$ cat config.mk
export PLATFORM = sky130hd
export DESIGN_NAME = gray_updown_counter
export DESIGN_NICKNAME = d
export VERILOG_FILES = /design/src/rtl/gray_pkg.sv /design/src/rtl/gray2bin_conv.sv /design/src/rtl/gray_updown_counter.sv
export SDC_FILE = /design/constraint.sdc
export NUM_CORES = 1
export LEC_CHECK = 0
export BUFFER_PORTS_ARGS = -buffer_cell sky130_fd_sc_hd__buf_2
export CAP_MARGIN = 20
export CORE_MARGIN = 2
export CORE_UTILIZATION = 35
export DETAILED_ROUTE_END_ITERATION = 7
export GPL_TIMING_DRIVEN = 0
export PLACE_DENSITY_LB_ADDON = 0.1
export SYNTH_ARGS = -nofsm -noshare
export SYNTH_HDL_FRONTEND = slang
export SYNTH_HIERARCHICAL = 1
export SYNTH_SLANG_ARGS = --single-unit
$ cat constraint.sdc
create_clock -name clk -period 4.2 [get_ports clk]
set_input_delay 0.21 -clock clk [delete_from_list [all_inputs] [get_ports clk]]
set_output_delay 0.21 -clock clk [all_outputs]
set_load 0.05 [all_outputs]
$ cat src/rtl/gray_pkg.sv
// Shared Gray-code helpers and the action encoding used by the Gray counter family.
// Conversions take a width argument so one function serves every counter width up to GRAY_MAX_W.
package gray_pkg;

  localparam int GRAY_MAX_W = 32;

  typedef enum logic [1:0] {
    ACT_HOLD = 2'd0,
    ACT_STEP = 2'd1,
    ACT_LOAD = 2'd2,
    ACT_CLR  = 2'd3
  } act_e;

  function automatic logic [GRAY_MAX_W-1:0] width_mask(input int w);
    if (w >= GRAY_MAX_W) return '1;
    return (32'd1 << w) - 32'd1;
  endfunction

  function automatic logic [GRAY_MAX_W-1:0] bin2gray(input logic [GRAY_MAX_W-1:0] b,
                                                     input int w);
    logic [GRAY_MAX_W-1:0] m;
    m = b & width_mask(w);
    return m ^ (m >> 1);
  endfunction

  // MSB-first prefix XOR; bits above w are masked off so they contribute nothing.
  function automatic logic [GRAY_MAX_W-1:0] gray2bin(input logic [GRAY_MAX_W-1:0] g,
                                                     input int w);
    logic [GRAY_MAX_W-1:0] m;
    logic [GRAY_MAX_W-1:0] b;
    m = g & width_mask(w);
    b = '0;
    b[GRAY_MAX_W-1] = m[GRAY_MAX_W-1];
    for (int i = GRAY_MAX_W-2; i >= 0; i--) begin
      b[i] = b[i+1] ^ m[i];
    end
    return b;
  endfunction

endpackage

$ cat src/rtl/gray2bin_conv.sv
// Purely combinational Gray-to-binary converter for load paths and synchronizer blocks.
module gray2bin_conv
  import gray_pkg::*;
#(
  parameter int WIDTH = 4
) (
  input  logic [WIDTH-1:0] gray,
  output logic [WIDTH-1:0] bin
);

  assign bin = WIDTH'(gray2bin(GRAY_MAX_W'(gray), WIDTH));

endmodule

$ cat src/rtl/gray_updown_counter.sv
// Up/down counter with registered Gray and binary outputs, clear, Gray load and wrap/saturate modes.
// Gray is derived from the next-state binary so both outputs change on the same edge.
module gray_updown_counter
  import gray_pkg::*;
#(
  parameter int          WIDTH    = 4,
  parameter bit          SATURATE = 1'b0,
  parameter int unsigned RST_VAL  = 0
) (
  input  logic             clk,
  input  logic             rstn,
  input  logic             en,
  input  logic             up,
  input  logic             clr,
  input  logic             load,
  input  logic [WIDTH-1:0] load_gray,
  output logic [WIDTH-1:0] gray_out,
  output logic [WIDTH-1:0] bin_out,
  output logic             wrap,
  output logic             at_limit,
  output logic             sat_hit
);

  generate
    if (WIDTH < 2 || WIDTH > GRAY_MAX_W) begin : g_bad_width
      $error("gray_updown_counter: WIDTH must be in 2..32");
    end
    if (WIDTH < GRAY_MAX_W && ((64'(RST_VAL) >> WIDTH) != 64'd0)) begin : g_bad_rst
      $error("gray_updown_counter: RST_VAL does not fit in WIDTH bits");
    end
  endgenerate

  localparam logic [WIDTH-1:0] RST_BIN  = WIDTH'(RST_VAL);
  localparam logic [WIDTH-1:0] RST_GRAY = WIDTH'(bin2gray(GRAY_MAX_W'(RST_BIN), WIDTH));
  localparam logic [WIDTH-1:0] MAX_BIN  = '1;

  typedef struct packed {
    logic [WIDTH-1:0] bin;
    logic             wrap;
    logic             sat;
  } step_t;

  // At a limit the step either wraps (SATURATE=0) or is blocked (SATURATE=1).
  function automatic step_t step_count(input logic [WIDTH-1:0] cur, input logic dir_up);
    step_t s;
    s.bin  = cur;
    s.wrap = 1'b0;
    s.sat  = 1'b0;
    if (dir_up) begin
      if (cur != MAX_BIN) begin
        s.bin = cur + WIDTH'(1);
      end else if (SATURATE) begin
        s.sat = 1'b1;
      end else begin
        s.bin  = '0;
        s.wrap = 1'b1;
      end
    end else begin
      if (cur != '0) begin
        s.bin = cur - WIDTH'(1);
      end else if (SATURATE) begin
        s.sat = 1'b1;
      end else begin
        s.bin  = MAX_BIN;
        s.wrap = 1'b1;
      end
    end
    return s;
  endfunction

  act_e             act;
  logic [WIDTH-1:0] load_bin;
  step_t            step_p0;
  logic [WIDTH-1:0] bin_p0;
  logic [WIDTH-1:0] gray_p0;
  logic             wrap_p0;
  logic             sat_p0;
  logic [WIDTH-1:0] bin_p1;
  logic [WIDTH-1:0] gray_p1;
  logic             wrap_p1;
  logic             sat_p1;

  gray2bin_conv #(.WIDTH(WIDTH)) u_load_conv (
    .gray (load_gray),
    .bin  (load_bin)
  );

  always_comb begin
    act = ACT_HOLD;
    if (clr)       act = ACT_CLR;
    else if (load) act = ACT_LOAD;
    else if (en)   act = ACT_STEP;
  end

  // Stage p0: next-state selection from the current registered count.
  always_comb begin
    step_p0 = step_count(bin_p1, up);
    bin_p0  = bin_p1;
    wrap_p0 = 1'b0;
    sat_p0  = 1'b0;
    unique case (act)
      ACT_CLR:  bin_p0 = RST_BIN;
      ACT_LOAD: bin_p0 = load_bin;
      ACT_STEP: begin
        bin_p0  = step_p0.bin;
        wrap_p0 = step_p0.wrap;
        sat_p0  = step_p0.sat;
      end
      default:  bin_p0 = bin_p1;
    endcase
    gray_p0 = WIDTH'(bin2gray(GRAY_MAX_W'(bin_p0), WIDTH));
  end

  // Stage p1: registered outputs.
  always_ff @(posedge clk or negedge rstn) begin
    if (!rstn) begin
      bin_p1  <= RST_BIN;
      gray_p1 <= RST_GRAY;
      wrap_p1 <= 1'b0;
      sat_p1  <= 1'b0;
    end else begin
      bin_p1  <= bin_p0;
      gray_p1 <= gray_p0;
      wrap_p1 <= wrap_p0;
      sat_p1  <= sat_p0;
    end
  end

  assign bin_out  = bin_p1;
  assign gray_out = gray_p1;
  assign wrap     = wrap_p1;
  assign sat_hit  = sat_p1;
  assign at_limit = up ? (bin_p1 == MAX_BIN) : (bin_p1 == '0);

endmodule

==> impl_metrics.env, run 1 <==
export IMPL_status="completed"
export IMPL_leakagePower_nw=0.369
export IMPL_critical_path_class="register to primary output"
export IMPL_vias=473
export IMPL_power_frac_seq=0.362
export IMPL_synth_top_cell_by_area="dfrtp_1"
export IMPL_start_kind="register"
export IMPL_drt_initial_drc_count=5
export IMPL_yosysWarnings=6
export IMPL_p_int_mw=0.156
export IMPL_max_freq_mhz=539
export IMPL_fin_skew_ps=2.62
export IMPL_slowest_delay_ps=450
export IMPL_period_share=0.442
export IMPL_hpwl_um=844
export IMPL_yosys_register_bits=8
export IMPL_diodes=0
export IMPL_drt_pre_antenna_iters=4
export IMPL_drive_gt1_frac=0.354
export IMPL_maxCapViolations=0
export IMPL_route_met2_wl_um=491
export IMPL_core_um2=1540
export IMPL_row_count=14
export IMPL_synth_edf_count=0
export IMPL_synth_commonest_cells="8 x dfrtp_1, 5 x inv_1, 5 x nor2_1"
export IMPL_p_per_area_nw_per_um2=362
export IMPL_synth_seq_area_share=0.342
export IMPL_dieArea_um2=2020
export IMPL_grt_setup_unrepaired="no"
export IMPL_gr_total_overflow=0
export IMPL_async_flop_share=1.00
export IMPL_synthFlopType="dfrtp_1"
export IMPL_antenna_found_initial=0
export IMPL_required_ps=3990
export IMPL_fin_nets=97
export IMPL_cts_made_buffers=3
export IMPL_cts_root_buf="clkbuf_4"
export IMPL_cts_tree="done"
export IMPL_fp_dieW_um=44.9
export IMPL_p_clk_frac=0.207
export IMPL_clock_latency_ps=240
export IMPL_cts_sinks=8
export IMPL_grt_pass1_wl_mm=1.79
export IMPL_reg2reg_setup_slack_ps=2410
export IMPL_syn_cell_area_um2=586
export IMPL_cp_arrival_ps=1650
export IMPL_hp_class="primary input to register"
export IMPL_p_sw_mw=0.106
export IMPL_cts_max_path_buffers=2
export IMPL_start_util=0.380
export IMPL_min_period_ps=1860
export IMPL_netlist_area_leader_share=0.342
export IMPL_setup_tns_final_ps=0
export IMPL_crit_fanout=6
export IMPL_avgSynthCellArea_um2=9.60
export IMPL_routed_top_layer="met4"
export IMPL_routed_wl_mm=1.06
export IMPL_vias_per_cell=4.83
export IMPL_end_kind="primary output"
export IMPL_yosys_cell_count_top_type="dfrtp_1"
export IMPL_io_pins=21
export IMPL_antenna_left=0
export IMPL_area_growth_pct=23.5
export IMPL_synth_cell_types=29
export IMPL_post_cts_buffers=0
export IMPL_wl_met1_um=464
export IMPL_fp_dieH_um=44.9
export IMPL_vdd_drop_max_mv=0.149
export IMPL_synth_area_top_cells="dfrtp_1 34%, ha_1 6.4%, xnor2_1 6.0%, xor2_1 6.0%, buf_4 3.8%"
export IMPL_dr_wl_met3_um=87
export IMPL_track_usage=0.127
export IMPL_gp_congestion=0.762
export IMPL_path_cells="inv_1, ha_1, nand2b_2, o31ai_1, buf_2"
export IMPL_path_clk_slew_ps=50
export IMPL_finalSetupViolations=0
export IMPL_syn_inst=61
export IMPL_routedWlPerCell_um=10.8
export IMPL_critical_path_slowest_cell="dfrtp_1"
export IMPL_portBuffers=17
export IMPL_worst_slack_ps=2340
export IMPL_switching_share=0.405
export IMPL_synth_nets=74
export IMPL_power_frac_comb=0.430
export IMPL_maxSlewViolCount=0
export IMPL_hold_violations=0
export IMPL_grt_pass1_vias=422
export IMPL_h_tree_depth=1
export IMPL_grt_max_degree=10
export IMPL_route_detailed_drc=0
export IMPL_place_ws_ps=2400
-- critical path: cells and delay by family (launching register included) --
family / cells / cell delay (ps)
flops: 1 / 450
buf+inv: 2 / 460
simple gates: 1 / 70
compound gates: 1 / 220
fa+ha+maj: 1 / 190
-- flip-flops by register name (all words and copies together), names as in the netlist --
register	count
wrap	1
gray_out	3
bin_out	4
-- cell type report --
class / instances / area, µm²
fill: 163 / 818
clock buffer: 3 / 22.5
timing repair buffer: 18 / 95.1
sequential: 8 / 200
inverter: 5 / 18.8
tap: 16 / 20.0
multi-input combinational: 43 / 329
buffer: 5 / 37.5
-- placed cells by master (no fill, tap or decap), drive strengths merged --
| master | Yosys | routed |
|---|---|---|
| a21oi | 3 | 3 |
| a221oi | 1 | 1 |
| a22oi | 1 | 1 |
| a31oi | 2 | 2 |
| and2b | 2 | 2 |
| buf | 4 | 21 |
| clkbuf | 1 | 4 |
| conb | 1 | 1 |
| dfrtp | 8 | 8 |
| dlygate4sd3 | 0 | 1 |
| ha | 3 | 3 |
| inv | 5 | 5 |
| mux2 | 1 | 1 |
| mux2i | 1 | 1 |
| nand2 | 2 | 2 |
| nand2b | 2 | 2 |
| nand4 | 2 | 2 |
| nor2 | 5 | 5 |
| o21ai | 4 | 4 |
| o311a | 1 | 1 |
| o31ai | 1 | 1 |
| o32ai | 1 | 1 |
| or3 | 1 | 1 |
| xnor2 | 4 | 4 |
| xor2 | 5 | 5 |
-- through the flow --
stage / area, µm² / instances / hold WS (ps) / power [mW] / util
final: 723 / 98 / 208 / 0.262 / 0.469
after floorplan: 586 / 61 / -85.6 / 0.182 / -
after global routing: 723 / 98 / 197 / 0.283 / 0.469
after detailed placement: 691 / 94 / 54.2 / 0.209 / 0.448
after CTS: 723 / 98 / 205 / 0.266 / 0.469
after global placement: 691 / 94 / 54.0 / 0.209 / 0.448
-- final timing paths --
kind | startpoint | end | cells past startpoint
min reg2reg | bin_out[2]$_DFF_PN0_ | wrap$_DFF_PN0_ | 2
min in group asynchronous | rstn | gray_out[1]$_DFF_PN0_ | 2
max | bin_out[0]$_DFF_PN0_ | at_limit | 5
min | clr | bin_out[2]$_DFF_PN0_ | 2
max reg2reg | bin_out[0]$_DFF_PN0_ | gray_out[2]$_DFF_PN0_ | 7
max in group asynchronous | rstn | bin_out[2]$_DFF_PN0_ | 2
-- kinds of logic after synthesis --
| group | after synthesis | synth area share |
|---|---|---|
| XOR/XNOR | 9 | 0.147 |
| AND/OR/NAND/NOR | 14 | 0.128 |
| flip-flops | 8 | 0.342 |
| buffers and inverters | 10 | 0.0961 |
| AO/OA/AOI/OAI | 14 | 0.173 |
| other | 1 | 0.00640 |
| adder cells (fa/ha/maj) | 3 | 0.0641 |
| multiplexers | 2 | 0.0427 |
-- timing repair --
action / CTS / global route
resized for setup: 0 / 0
endpoints found under the hold margin: 8 / 0
endpoints found under the setup margin: 0 / 0
hold buffers: 1 / 0
-- per-layer routing --
layer  up-vias  GRT usage
li1        245          -
met2        20      0.203
met3         2     0.0520
met5         -          0
met1       206      0.145
met4         0     0.0706
-- power by group through the flow --
stage | clock network, mW | logic [mW] | registers (mW)
2_1_floorplan | 0 | 0.0544 | 0.128
3_3_place_gp | 0 | 0.112 | 0.0965
3_5_place_dp | 0 | 0.113 | 0.0959
4_1_cts | 0.0572 | 0.114 | 0.0947
5_1_grt | 0.0646 | 0.122 | 0.0965
6_report | 0.0543 | 0.113 | 0.0947
Note: power is estimated with default switching activity, not from simulation.
==> run 2, diff against run 1 <==
==> constraint.sdc (replaced) <==
create_clock -name clk -period 1.9 [get_ports clk]
set_input_delay 0.095 -clock clk [delete_from_list [all_inputs] [get_ports clk]]
set_output_delay 0.095 -clock clk [all_outputs]
set_load 0.05 [all_outputs]
==> impl_metrics.env, run 2 (synthesis results as in run 1) <==
export IMPL_r2r_start="bin_out[0]$_DFF_PN0_"
export IMPL_grt_setup_unrepaired="no"
export IMPL_power_frac_comb=0.416
export IMPL_core_um2=1540
export IMPL_setup_tns_final_ps=0
export IMPL_portBuffers=17
export IMPL_largest_reg_flops=4
export IMPL_diodes=0
export IMPL_drive_gt1_frac=0.386
export IMPL_p_int_mw=0.356
export IMPL_start_util=0.380
export IMPL_period_share=0.927
export IMPL_multi_input_area_um2=343
export IMPL_fp_dieH_um=44.9
export IMPL_post_cts_resize_count=0
export IMPL_regArea_um2=203
export IMPL_vias_per_cell=4.82
export IMPL_path_cells="inv_1, ha_1, mux2_4, a31oi_1, o21ai_1, a21oi_2, xor2_1"
export IMPL_p_clk_frac=0.237
export IMPL_required_ps=2080
export IMPL_vias=477
export IMPL_layout_common_cells="17 x buf_2, 6 x dfrtp_1, 5 x inv_1, 5 x nor2_1"
export IMPL_antenna_left=0
export IMPL_end_kind="register"
export IMPL_hpwl_um=845
export IMPL_cts_root_buf="clkbuf_4"
export IMPL_drt_initial_drc_count=2
export IMPL_p_sw_mw=0.253
export IMPL_drt_pre_antenna_iters=4
export IMPL_path_clk_slew_ps=60
export IMPL_min_path_cells=2
export IMPL_gr_total_overflow=0
export IMPL_start_kind="register"
export IMPL_holdWs_ps=68.9
export IMPL_grt_pass1_wl_mm=1.90
export IMPL_grt_max_degree=10
export IMPL_n_fill_cell=158
export IMPL_dieArea_um2=2020
export IMPL_switching_share=0.416
export IMPL_rr_worst_depth=7
export IMPL_reg2reg_setup_slack_ps=140
export IMPL_critical_path_class="register to register"
export IMPL_finalInstanceArea_um2=743
export IMPL_crit_fanout=6
export IMPL_placed_area_um2=707
export IMPL_cp_arrival_ps=1940
export IMPL_hp_class="primary input to register"
export IMPL_fp_dieW_um=44.9
export IMPL_leakagePower_nw=0.371
export IMPL_cts_sinks=8
export IMPL_layout_commonest_cell="buf_2"
export IMPL_track_usage=0.133
export IMPL_power_frac_seq=0.347
export IMPL_cts_made_buffers=3
export IMPL_gp_congestion=0.744
export IMPL_cp_top_family="compound AO/OA/AOI/OAI gates"
export IMPL_area_growth_pct=26.9
export IMPL_cts_max_path_buffers=2
export IMPL_antenna_found_initial=0
export IMPL_h_tree_depth=1
export IMPL_min_period_ps=1760
export IMPL_min_from="clr"
export IMPL_grt_pass1_vias=443
export IMPL_vdd_drop_max_mv=0.406
export IMPL_hold_violations=0
export IMPL_clock_latency_ps=260
export IMPL_r2r_end="gray_out[2]$_DFF_PN0_"
export IMPL_maxSlewViolCount=0
export IMPL_post_cts_buffers=0
export IMPL_slowest_delay_ps=430
export IMPL_route_detailed_drc=0
export IMPL_cts_tree="done"
export IMPL_maxCapViolations=0
export IMPL_routed_wl_mm=1.10
export IMPL_place_ws_ps=147
export IMPL_p_per_area_nw_per_um2=820
export IMPL_whs_endpoint="bin_out[2]$_DFF_PN0_"
export IMPL_row_count=14
export IMPL_fin_nets=97
export IMPL_io_pins=21
export IMPL_finish_utilization=0.482
export IMPL_fin_skew_ps=0.486
export IMPL_routedWlPerCell_um=11.1
export IMPL_finalSetupViolations=0
export IMPL_worst_slack_ps=139
export IMPL_max_freq_mhz=568
export IMPL_status="completed"
export IMPL_path_buf_inv=1
export IMPL_critical_path_slowest_cell="dfrtp_2"
run 2: cell types whose count changed in the layout (fill, tap and decap cells not counted):
cell / delta
clkbuf_1: +1
dfrtp_1: -2
dfrtp_2: +2
o31ai_1: -1
o31ai_4: +1
run 2: power groups by stage:
stage | Clock, mW | Sequential [mW] | Combinational, mW
after floorplan | 0 | 0.285 | 0.125
after global placement | 0 | 0.215 | 0.253
after detailed placement | 0 | 0.215 | 0.254
after CTS | 0.154 | 0.212 | 0.256
after global routing | 0.158 | 0.216 | 0.276
final | 0.145 | 0.211 | 0.253
run 2: worst max-delay path by stage:
stage	start	endpoint	slack [ps]	cells after the start
global placement	bin_out[0]$_DFF_PN0_	gray_out[2]$_DFF_PN0_	180	7
finish	bin_out[0]$_DFF_PN0_	gray_out[2]$_DFF_PN0_	140	7
CTS	bin_out[0]$_DFF_PN0_	gray_out[2]$_DFF_PN0_	130	7
floorplan	bin_out[0]$_DFF_PN0_	gray_out[2]$_DFF_PN0_	70	7
detailed placement	bin_out[0]$_DFF_PN0_	gray_out[2]$_DFF_PN0_	150	7
global route	bin_out[0]$_DFF_PN0_	gray_out[0]$_DFF_PN0_	20	7
run 2: metal layers:
metal  part of all wire  GRT usage
met5                  0          0
met4              0.030     0.0882
met3              0.050    0.00400
met2               0.45      0.197
met1               0.47      0.190
run 2: what timing repair did:
item,CTS,global route
hold buffers,1,0
endpoints found under the setup margin,0,0
hold endpoints to repair,8,0
run 2: cell type report:
class | instances | share of cell area
Sequential cell | 8 | 0.273
Clock buffer | 4 | 0.0354
Multi-Input combinational cell | 43 | 0.461
Timing Repair Buffer | 18 | 0.128
Inverter | 5 | 0.0253
Buffer | 5 | 0.0505
Tap cell | 16 | 0.0269
run 2: per-stage QoR:
| step | instances | power, mW |
|---|---|---|
| detailed placement | 94 | 0.469 |
| finish | 99 | 0.609 |
| global route | 99 | 0.649 |
| floorplan | 61 | 0.410 |
| CTS | 99 | 0.622 |
| global placement | 94 | 0.468 |
==> run 3, diff against run 2 <==
--- a/config.mk
+++ b/config.mk
@@ -5,6 +5,7 @@
 export SDC_FILE = /design/constraint.sdc
 export NUM_CORES = 1
 export LEC_CHECK = 0
+export ABC_AREA = 1
 export BUFFER_PORTS_ARGS = -buffer_cell sky130_fd_sc_hd__buf_2
 export CAP_MARGIN = 20
 export CORE_MARGIN = 2
==> impl_metrics.env, run 3 <==
export IMPL_status="completed"
export IMPL_avgSynthCellArea_um2=7.20
export IMPL_end_kind="primary output"
export IMPL_total_power_mw=0.648
export IMPL_yosys_register_bits=8
export IMPL_synth_top_cell_by_area="dfrtp_1"
export IMPL_row_count=16
export IMPL_area_growth_pct=22.8
export IMPL_vias_per_cell=4.36
export IMPL_switching_share=0.447
export IMPL_syn_cell_area_um2=742
export IMPL_synth_area_top_cells="dfrtp_1 27%, nand2_1 14%, inv_1 7.6%, nand3_1 6.1%, nand3_2 5.4%"
export IMPL_cts_sinks=8
export IMPL_fp_dieW_um=50.0
export IMPL_drt_pre_antenna_iters=4
export IMPL_layout_common_cells="27 x nand2_1, 19 x buf_2, 15 x inv_1, 9 x nand3_1, 8 x dfrtp_1"
export IMPL_routedWlPerCell_um=9.90
export IMPL_antenna_left=0
export IMPL_cts_root_buf="clkbuf_4"
export IMPL_multi_input_area_um2=437
export IMPL_fin_cells=154
export IMPL_routed_wl_mm=1.53
export IMPL_synth_cell_types=23
export IMPL_max_freq_mhz=576
export IMPL_cts_tree="done"
export IMPL_period_share=0.914
export IMPL_p_per_area_nw_per_um2=711
export IMPL_fin_skew_ps=3.85
export IMPL_p_clk_frac=0.206
export IMPL_cp_arrival_ps=1640
export IMPL_vias=672
export IMPL_p_sw_mw=0.289
export IMPL_gp_congestion=0.742
export IMPL_leakagePower_nw=0.512
export IMPL_netlist_area_leader_share=0.270
export IMPL_grt_setup_unrepaired="no"
export IMPL_synth_edf_count=0
export IMPL_post_cts_resize_count=0
export IMPL_grt_pass1_wl_mm=2.61
export IMPL_finalInstanceArea_um2=911
export IMPL_maxCapViolations=0
export IMPL_crit_fanout=6
export IMPL_route_detailed_drc=0
export IMPL_synthFlopType="dfrtp_1"
export IMPL_syn_inst=103
export IMPL_start_util=0.374
export IMPL_vdd_drop_max_mv=0.389
export IMPL_drt_initial_drc_count=4
export IMPL_path_clk_slew_ps=60
export IMPL_gr_total_overflow=0
export IMPL_hpwl_mm=1.29
export IMPL_synth_seq_area_share=0.270
export IMPL_yosys_cell_count_top_type="nand2_1"
export IMPL_drive_gt1_frac=0.417
export IMPL_synth_nets=116
export IMPL_diodes=0
export IMPL_hp_class="primary input to register"
export IMPL_grt_max_degree=9
export IMPL_n_fill_cell=214
export IMPL_critical_path_class="register to primary output"
export IMPL_io_pins=21
export IMPL_maxSlewViolCount=0
export IMPL_cts_made_buffers=3
export IMPL_dieArea_um2=2500
export IMPL_portBuffers=19
export IMPL_placed_area_um2=871
export IMPL_track_usage=0.136
export IMPL_cts_max_path_buffers=2
export IMPL_fp_dieH_um=50.0
export IMPL_antenna_found_initial=0
export IMPL_grt_pass1_vias=610
export IMPL_hold_violations=0
export IMPL_power_frac_seq=0.320
export IMPL_post_place_cells=149
export IMPL_core_um2=1980
export IMPL_h_tree_depth=1
export IMPL_setup_tns_final_ps=0
export IMPL_layout_commonest_cell="nand2_1"
export IMPL_clock_latency_ps=260
export IMPL_async_flop_share=1.00
export IMPL_min_period_ps=1740
export IMPL_fin_nets=142
export IMPL_start_kind="register"
export IMPL_yosysWarnings=6
export IMPL_synth_commonest_cells="27 x nand2_1, 15 x inv_1, 9 x nand3_1"
export IMPL_regArea_um2=200
export IMPL_p_int_mw=0.358
export IMPL_largest_reg_flops=4
export IMPL_finalSetupViolations=0
export IMPL_finish_utilization=0.460
export IMPL_required_ps=1800
export IMPL_power_frac_comb=0.474
## run 3: changes by cell type in the layout (fill, tap and decap cells not counted), sizes merged, moves of 3 or more
cell,before,now
nand3,0,13
inv,5,19
xor2,5,0
nor2,5,8
buf,21,24
nand2,2,33
## run 3: kinds of logic (layout without fill, tap and decap cells)
kind of cell	Yosys count	count (layout)	synth area share
buffers and inverters	23	47	0.142
AO/OA/AOI/OAI	9	9	0.106
AND/OR/NAND/NOR	56	56	0.391
adder cells (fa/ha/maj)	3	3	0.0506
flip-flops	8	8	0.270
other	1	1	0.00505
XOR/XNOR	3	3	0.0354
## run 3: area by class of cell
cell class,instances,area share
Clock buffer,3,0.0247
Inverter,19,0.0783
Timing Repair Buffer,21,0.124
Tap cell,27,0.0371
Multi-Input combinational cell,72,0.479
Sequential cell,8,0.220
Buffer,4,0.0371
## run 3: power by group through the flow
stage | clock [mW] | sequential [mW] | combinational (mW)
after floorplan | 0 | 0.286 | 0.160
after global routing | 0.149 | 0.211 | 0.334
after CTS | 0.138 | 0.208 | 0.307
final | 0.134 | 0.207 | 0.307
after global placement | 0 | 0.210 | 0.301
after detailed placement | 0 | 0.212 | 0.304
## run 3: layer usage
metal	track usage	part of all wire	vias up
li1	-	-	362
met1	0.166	0.45	299
met2	0.241	0.52	11
met3	0.0364	0.026	0
met4	0.0139	0	0
met5	0	0	-
## run 3: worst paths after layout
check                                     start                    end  slack (ps)  cells after the start
setup / recovery           bin_out[1]$_DFF_PN0_               at_limit         160                      7
hold / removal                              clr         wrap$_DFF_PN0_         180                      4
setup reg to reg           bin_out[1]$_DFF_PN0_  gray_out[1]$_DFF_PN0_         370                      9
hold reg to reg            bin_out[3]$_DFF_PN0_   bin_out[3]$_DFF_PN0_         700                      2
max in group asynchronous                  rstn  gray_out[1]$_DFF_PN0_        1530                      2
min in group asynchronous                  rstn         wrap$_DFF_PN0_         210                      2
## run 3: through the flow
step	setup slack (ps)	hold WS, ps
6_report	164	183
5_1_grt	7.29	199
4_1_cts	130	180
3_5_place_dp	369	-52.2
3_3_place_gp	347	-56.8
2_1_floorplan	85.4	-201
## run 3: timing repair
action,4_1_cts,5_1_grt
hold buffers,1,0
endpoints found under the hold margin,8,0
setup buffers,0,1
endpoints found under the setup margin,0,1
## run 3: worst max-delay path, cell delays in order (launching register included)
cell	delay (ps)
dfrtp_1	460
inv_1	110
ha_1	200
a21oi_2	190
inv_1	60
o21ai_0	110
inv_1	60
buf_2	210
